`config.mk`:
```
export PLATFORM = sky130hd
export DESIGN_NAME = tiger_muldiv
export DESIGN_NICKNAME = d
export VERILOG_FILES = /design/src/rtl/tiger_muldiv_pkg.sv /design/src/rtl/tiger_muldiv_divider.sv /design/src/rtl/tiger_muldiv.sv
export SDC_FILE = /design/constraint.sdc
export NUM_CORES = 2
export LEC_CHECK = 0
export ABC_AREA = 1
export BUFFER_PORTS_ARGS = -buffer_cell sky130_fd_sc_hd__buf_2
export CORE_UTILIZATION = 48
export DETAILED_ROUTE_END_ITERATION = 12
export PLACE_DENSITY = 0.61
export SLEW_MARGIN = 25
export SYNTH_ARGS = -nofsm -noshare
export SYNTH_HDL_FRONTEND = slang
export SYNTH_HIERARCHICAL = 1
export SYNTH_SLANG_ARGS = --single-unit
```
`constraint.sdc`:
```
create_clock -name clk -period 36.5 [get_ports clk]
set_input_delay 5.475 -clock clk [delete_from_list [all_inputs] [get_ports clk]]
set_output_delay 5.475 -clock clk [all_outputs]
set_load 0.05 [all_outputs]
```
`src/rtl/tiger_muldiv_pkg.sv`:
```
// Shared encodings for the HI/LO multiply/divide unit.
// Also holds the small absolute-value helper used for the signed divide.
package tiger_muldiv_defines;

  typedef enum logic [3:0] {
    MD_NONE  = 4'd0,
    MD_MULT  = 4'd1,
    MD_MULTU = 4'd2,
    MD_DIV   = 4'd3,
    MD_DIVU  = 4'd4,
    MD_MTHI  = 4'd5,
    MD_MTLO  = 4'd6,
    MD_MFHI  = 4'd7,
    MD_MFLO  = 4'd8
  } md_op_e;

  typedef enum logic [1:0] {
    MD_ST_IDLE = 2'd0,
    MD_ST_MUL  = 2'd1,
    MD_ST_DIV  = 2'd2
  } md_state_e;

  localparam int DIV_ITER = 32;

  function automatic logic [31:0] abs32(input logic [31:0] v);
    return v[31] ? (~v + 32'd1) : v;
  endfunction

endpackage

```
`src/rtl/tiger_muldiv_divider.sv`:
```
// Unsigned 32/32 restoring divider: one quotient bit per clock, 32 iterations.
// done holds from the last iteration until the cycle after, then the unit goes idle.
module tiger_divider
  import tiger_muldiv_defines::*;
(
  input  logic        clk,
  input  logic        reset,
  input  logic        start,
  input  logic [31:0] dividend,
  input  logic [31:0] divisor,
  output logic        done,
  output logic [31:0] quotient,
  output logic [31:0] remainder
);

  logic        r_run;
  logic [5:0]  r_cnt;
  logic [31:0] r_quo;
  logic [31:0] r_rem;
  logic [31:0] r_dvs;

  logic [32:0] w_shift;
  logic [33:0] w_sub;
  logic        w_ge;

  // Partial remainder shifted left with the next dividend bit; a borrow means restore.
  assign w_shift = {r_rem, r_quo[31]};
  assign w_sub   = {1'b0, w_shift} - {2'b00, r_dvs};
  assign w_ge    = ~w_sub[33];

  always_ff @(posedge clk or posedge reset) begin
    if (reset) begin
      r_run <= 1'b0;
      r_cnt <= '0;
      r_quo <= '0;
      r_rem <= '0;
      r_dvs <= '0;
    end else if (start) begin
      r_run <= 1'b1;
      r_cnt <= '0;
      r_quo <= dividend;
      r_rem <= '0;
      r_dvs <= divisor;
    end else if (r_run) begin
      if (r_cnt != 6'(DIV_ITER)) begin
        r_quo <= {r_quo[30:0], w_ge};
        r_rem <= w_ge ? w_sub[31:0] : w_shift[31:0];
        r_cnt <= r_cnt + 6'd1;
      end else begin
        r_run <= 1'b0;
      end
    end
  end

  assign done      = r_run && (r_cnt == 6'(DIV_ITER));
  assign quotient  = r_quo;
  assign remainder = r_rem;

endmodule

```
`src/rtl/tiger_muldiv.sv`:
```
// HI/LO multiply/divide unit in Execute: multi-cycle MULT/DIV, MTxx/MFxx access,
// and an Ex stall request whenever a HI/LO op meets a busy unit.
module tiger_muldiv
  import tiger_muldiv_defines::*;
#(
  parameter int MUL_CYCLES = 4
) (
  input  logic        clk,
  input  logic        reset,
  input  logic [3:0]  mdOp,
  input  logic [31:0] rsVal,
  input  logic [31:0] rtVal,
  input  logic        stallMA,
  output logic        stallRqEx,
  output logic [31:0] mdResult,
  output logic        busy
);

  localparam int MC_W = $clog2(MUL_CYCLES + 1);

  md_op_e      w_op;
  md_state_e   r_state, w_state_nxt;
  logic [31:0] r_hi, r_lo;
  logic [MC_W-1:0] r_mul_cnt;
  logic [63:0] r_prod [MUL_CYCLES];
  logic        r_neg_q, r_neg_r, r_dbz;
  logic [31:0] r_dvd_raw;

  logic        w_accept, w_is_mul, w_is_div, w_mul_sgn, w_div_sgn;
  logic        w_mul_done, w_div_fin, w_div_done;
  logic [63:0] w_prod;
  logic [31:0] w_dvd_abs, w_dvs_abs, w_quo, w_rem, w_q_fix, w_r_fix;

  assign w_op     = md_op_e'(mdOp);
  assign w_is_mul = (w_op == MD_MULT) || (w_op == MD_MULTU);
  assign w_is_div = (w_op == MD_DIV)  || (w_op == MD_DIVU);
  assign w_accept = (r_state == MD_ST_IDLE) && !stallMA &&
                    (w_is_mul || w_is_div || w_op == MD_MTHI || w_op == MD_MTLO);

  // Sign-extend only for MULT so one 64-bit multiply serves both flavours.
  assign w_mul_sgn = (w_op == MD_MULT);
  assign w_prod    = {{32{w_mul_sgn & rsVal[31]}}, rsVal} * {{32{w_mul_sgn & rtVal[31]}}, rtVal};

  assign w_div_sgn = (w_op == MD_DIV);
  assign w_dvd_abs = w_div_sgn ? abs32(rsVal) : rsVal;
  assign w_dvs_abs = w_div_sgn ? abs32(rtVal) : rtVal;

  tiger_divider u_div (
    .clk       (clk),
    .reset     (reset),
    .start     (w_accept && w_is_div),
    .dividend  (w_dvd_abs),
    .divisor   (w_dvs_abs),
    .done      (w_div_fin),
    .quotient  (w_quo),
    .remainder (w_rem)
  );

  assign w_mul_done = (r_state == MD_ST_MUL) && (r_mul_cnt == MC_W'(MUL_CYCLES));
  assign w_div_done = (r_state == MD_ST_DIV) && w_div_fin;

  // Divide-by-zero bypasses the sign fix-up: LO all ones, HI the raw dividend.
  assign w_q_fix = r_dbz ? 32'hFFFF_FFFF : (r_neg_q ? (~w_quo + 32'd1) : w_quo);
  assign w_r_fix = r_dbz ? r_dvd_raw     : (r_neg_r ? (~w_rem + 32'd1) : w_rem);

  always_ff @(posedge clk or posedge reset) begin
    if (reset) r_state <= MD_ST_IDLE;
    else       r_state <= w_state_nxt;
  end

  always_comb begin
    w_state_nxt = r_state;
    case (r_state)
      MD_ST_IDLE: begin
        if (w_accept && w_is_mul)      w_state_nxt = MD_ST_MUL;
        else if (w_accept && w_is_div) w_state_nxt = MD_ST_DIV;
      end
      MD_ST_MUL: if (w_mul_done) w_state_nxt = MD_ST_IDLE;
      MD_ST_DIV: if (w_div_done) w_state_nxt = MD_ST_IDLE;
      default:   w_state_nxt = MD_ST_IDLE;
    endcase
  end

  always_ff @(posedge clk or posedge reset) begin
    if (reset) begin
      r_mul_cnt <= '0;
      for (int i = 0; i < MUL_CYCLES; i++) r_prod[i] <= '0;
    end else begin
      if (w_accept && w_is_mul) r_prod[0] <= w_prod;
      for (int i = MUL_CYCLES - 1; i > 0; i--) r_prod[i] <= r_prod[i-1];
      if (w_accept && w_is_mul)    r_mul_cnt <= MC_W'(1);
      else if (w_mul_done)         r_mul_cnt <= '0;
      else if (r_state == MD_ST_MUL) r_mul_cnt <= r_mul_cnt + 1'b1;
    end
  end

  always_ff @(posedge clk or posedge reset) begin
    if (reset) begin
      r_neg_q   <= 1'b0;
      r_neg_r   <= 1'b0;
      r_dbz     <= 1'b0;
      r_dvd_raw <= '0;
    end else if (w_accept && w_is_div) begin
      r_neg_q   <= w_div_sgn && (rsVal[31] ^ rtVal[31]);
      r_neg_r   <= w_div_sgn && rsVal[31];
      r_dbz     <= (rtVal == 32'd0);
      r_dvd_raw <= rsVal;
    end
  end

  // All writers are mutually exclusive: accepts only happen in IDLE.
  always_ff @(posedge clk or posedge reset) begin
    if (reset) begin
      r_hi <= '0;
      r_lo <= '0;
    end else begin
      if (w_accept && w_op == MD_MTHI) r_hi <= rsVal;
      if (w_accept && w_op == MD_MTLO) r_lo <= rsVal;
      if (w_mul_done) {r_hi, r_lo} <= r_prod[MUL_CYCLES-1];
      if (w_div_done) begin
        r_lo <= w_q_fix;
        r_hi <= w_r_fix;
      end
    end
  end

  assign busy      = (r_state != MD_ST_IDLE);
  assign stallRqEx = busy && (w_op != MD_NONE);

  always_comb begin
    mdResult = '0;
    if (w_op == MD_MFHI)      mdResult = r_hi;
    else if (w_op == MD_MFLO) mdResult = r_lo;
  end

endmodule
```
# Word level (Yosys, flattened, before mapping)
# Cells that the tools add are included.
# totals
elab_cells	115
register_bits	463
inputBits	71
# classes
bitwise_logic	8
n_addsub	7
reduce_logical	29
mux	37
multipliers	1
n_eq_ne	16
# op_table
op	count
$mux 32	23
$add 32x1->32 const B	4
$not 32->32	4
$mul 33x33->64	1
$sub 33x32->34	1
$logic_not 32->1	1
$mux 6	3
$eq 4x3->1 const B	4
$logic_and 1x1->1	12
$mux 3	3
$reduce_bool 3->1	3
$eq 4x2->1 const B	2
$mux 2	4
$add 6x1->6 const B	1
$eq 6x6->1 const B	1
$ne 6x6->1 const B	1
$pmux 2 s3	1
$reduce_bool 2->1	3
$logic_or 1x1->1	5
$eq 4x1->1 const B	1
$eq 4x4->1 const B	1
$ne 2x2->1 const B	2
$reduce_bool 4->1	1
$add 3x1->3 const B	1
other kinds (12)	15

# Longest topological paths before layout
# depth
word_depth	10
mapped_depth	35

# Hierarchy
# Netlist, hierarchy kept.
# modules_own_cells
module	area_per_inst_um2	cells_each	instances	seq_area_each_um2
tiger_muldiv	56300.2	7043	1	9008.6
tiger_divider	7203.2	1052	1	2577.5

# Worst setup path after synthesis
# No wires, ideal clock.
# synth_timing
path_type	input to output
from	in mdOp[1]
to	out mdResult[10]
path_stages	5
t_required_ns	31.025
slack_ns	23.724
arrival_ns	7.301
path_cell_list	or2_2 > inv_2 > nand2_1 > clkbuf_1 > o21ai_0
# synth_between
elab_chain_cells	3
# synth_rtl
element	line	source
start, declared	tiger_muldiv.sv:10	input logic [3:0] mdOp,
$eq 4x4->1	tiger_muldiv.sv:133	else if (w_op == MD_MFLO) mdResult = r_lo;
$mux 32	tiger_muldiv.sv:133	
$mux 32 (*)	tiger_muldiv.sv:132	if (w_op == MD_MFHI) mdResult = r_hi;
end, declared	tiger_muldiv.sv:15	output logic [31:0] mdResult,
# Mark *: on every way between the ends. The rest lies on a longest branch, timed or not.

# Worst setup path after layout
# layout_timing
from	in mdOp[0]
to	reg r_prod[255] (netlist name)
# layout_between
elab_chain_cells	7
# layout_rtl
element	line	source
branches (longest 7 deep; another with $mul 33x33->64)	--	
end, declared	tiger_muldiv.sv:25	logic [63:0] r_prod [MUL_CYCLES];
# Parallel ways; which one is timed is not known.
# A chain may end at the register's enable or synchronous reset.

==> qor.yml <==
clock_tree:
  numCtsBuffers: 53
  cts_hold_buf: 0
  clkSinkCount: 463
  cts_max_level: 2
  ctsResizeCount: 0
  max-clock-path-buffers: 3
  cts_tree: "done"
  clkLatencyLatePin_ns: 0.66
  post_cts_buffers: 0
  path_clk_slew_ns: 0.07
  cts_root_buf: "clkbuf_16"
route:
  drt_iter0_drc: 4711
  routedWlPerCell_um: 22.27
  wl_um: 217600
  first_pass_iters: 6
  ant_nets: 0
  avgViaCountPerCell: 5.319
  vias: 51970
  drc: 0
worst_setup_path:
  cp-end-kind: "flop"
  crit_type: "in2reg"
  crit_buf_inv: 8
  cpLargestDelayFamily: "adder cells"
  slowest_stage: "fa_1"
  cp.required_ns: 37.02
  max_stage_delay_ns: 0.84
  arrival_ns: 13.90
  cpMostUsedCell: "fa_1"
  critPathLaunchType: "input port"
  worst-path-max-fanout: 29
cells_and_area:
  area_growth_pct: 5.783
  regArea_um2: 11590
  finish.net_count: 9418
  drive_gt1_share_pct: 4.742
  layout_commonest_cell: "nand2_1"
  fin_area_um2: 67180
  final_cell_mix: "nand2_1, inv_1, fa_1"
  multi_input_area_um2: 43000
  nFillCells: 12840
grt:
  grt_pass1_vias: 53630
  grt_overflow_total: 0
  antenna_found_initial: 6
  grtUsageTotal_pct: 33.06
  grt_max_degree: 114
  grt_pass1_wl_um: 331900
place:
  port_buffers: 104
  place_area_um2: 65370
  gp_congestion: 1.026
  dpl.hpwl_um: 171100
run_status:
  run_status: "completed"
flow_run:
  cap_violations: 0
sta:
  period_needed_ns: 13.39
  finalHoldViolCount: 0
  tns_ns: 0
  clock_skew_ns: 0.03935
  slew_violations: 0
  max_slew_margin_pct: 30.35
  finalSetupViolations: 0
  finalCritPeriodShare_pct: 36.68
  tightest_slew_ns: 1.044
  grt_setup_unrepaired: "no"
  fmax_mhz: 74.70
logic_synthesis:
  ys.flop_type: "dfrtp_1"
  syn-num-nets: 9545
  ys_seq_area_share_pct: 18.24
  async_reset_ff_share_pct: 100.0
  synth_edf_count: 0
  avgSynthCellArea_um2: 7.845
  syn_inst: 8095
  ys_top_cells_by_area: "fa_1, dfrtp_1, nand2_1, inv_1, ha_1"
  synth_area_leader_cell: "fa_1"
  synthDominantCellAreaShare_pct: 35.50
  syn-cell-area_um2: 63500
  synth.distinct_cells: 58
  ys_seq_elements: 463
  yosys_warnings: 6
die:
  io_pins: 105
  start_util_pct: 48.37
  coreArea_um2: 131300
  rows: 133
  die_w_um: 365.7
  die_h_um: 365.7
  dieArea_um2: 133800
min_path:
  hold_class: "reg2reg"
==> logic make-up (layout without fill, tap and decap cells) <==
logic type | after synthesis | in the layout | synth area share, %
DFF | 463 | 463 | 18.24
xor gates and xnor gates | 116 | 116 | 1.600
other | 0 | 3 | 0
AOI/OAI and AO/OA | 517 | 517 | 4.565
and+or+nand+nor | 3276 | 3276 | 21.01
buffers and inverters | 2343 | 2261 | 14.08
adders and majority gates | 1379 | 1379 | 40.48
muxes | 1 | 1 | 0.01773
==> cells in the mapped netlist (49+ instances only) <==
master       n
nand2_1   2338
inv_1     1957
fa_1      1126
dfrtp_1    463
nor2_1     397
nand3_1    360
ha_1       253
clkbuf_1   224
o21ai_0    218
a21oi_1    166
buf_1       89
xor2_1      75
buf_2       49
==> path summary, 6_finish.rpt <==
path	cells past startpoint	from	slack, ns	to
worst max-delay path	30	mdOp[0]	23.11	r_prod[255]
worst min-delay path	0	r_prod[71]	0.34	r_prod[7]
worst max register to register	12	u_div/r_cnt[4]	32.80	r_lo[27]
worst min register to register	0	r_prod[71]	0.34	r_prod[7]
max in group asynchronous	4	reset	29.36	r_prod[238]
min in group asynchronous	2	reset	4.99	r_hi[13]
==> registers in the layout (all words and copies together) (netlist names) <==
name and cells:
r_lo 32, r_hi 32, r_state 2, r_mul_cnt 3
u_div/r_dvs 32, r_dbz 1, u_div/quotient 32, r_dvd_raw 32
r_neg_q 1, r_prod 256, u_div/r_cnt 6, r_neg_r 1
u_div/remainder 32, u_div/r_run 1
==> routing by layer <==
metal  part of all wire (%)  global-route usage (%)  wire length, µm  up-vias
li1                       -                       -                -    23270
met1                     40                   43.41            86810    26110
met2                     47                   54.00           101700     2135
met3                    7.4                   4.569            16180      450
met4                    5.9                   15.97            12940        0
met5                      0                       0                0        -
==> through the flow <==
| step | std cells | hold WS [ns] | setup WS, ns | util (%) |
|---|---|---|---|---|
| final | 9771 | 0.3392 | 23.11 | 51.16 |
| after global routing | 9768 | 0.3484 | 22.51 | 51.16 |
| after CTS | 9768 | 0.3429 | 23.16 | 51.15 |
| after detailed placement | 9668 | 0.3347 | 22.47 | 49.79 |
| after global placement | 9668 | 0.3311 | 22.26 | 49.79 |
| after floorplan | 8095 | 0.3312 | 21.03 | - |
==> cell type report <==
| class | instances | share of cell area, % |
|---|---|---|
| antenna | 3 | 0.01118 |
| clock buffer | 67 | 2.218 |
| clock inverter | 33 | 0.4452 |
| inverter | 1966 | 11.00 |
| multi-input combinational | 5289 | 64.01 |
| sequential | 463 | 17.25 |
| tap | 1755 | 3.269 |
| timing repair buffer | 195 | 1.797 |
==> worst register-to-register path: cells and delay by family, from the launching register on <==
family,cells,cell delay (ns)
buffers and inverters,3,1.55
and+or+nand+nor,8,1.39
DFF,1,0.41
AOI/OAI and AO/OA,1,0.29
Power is not shown: default switching activity piles up to over one toggle a cycle in this logic, so the estimate is an artifact.
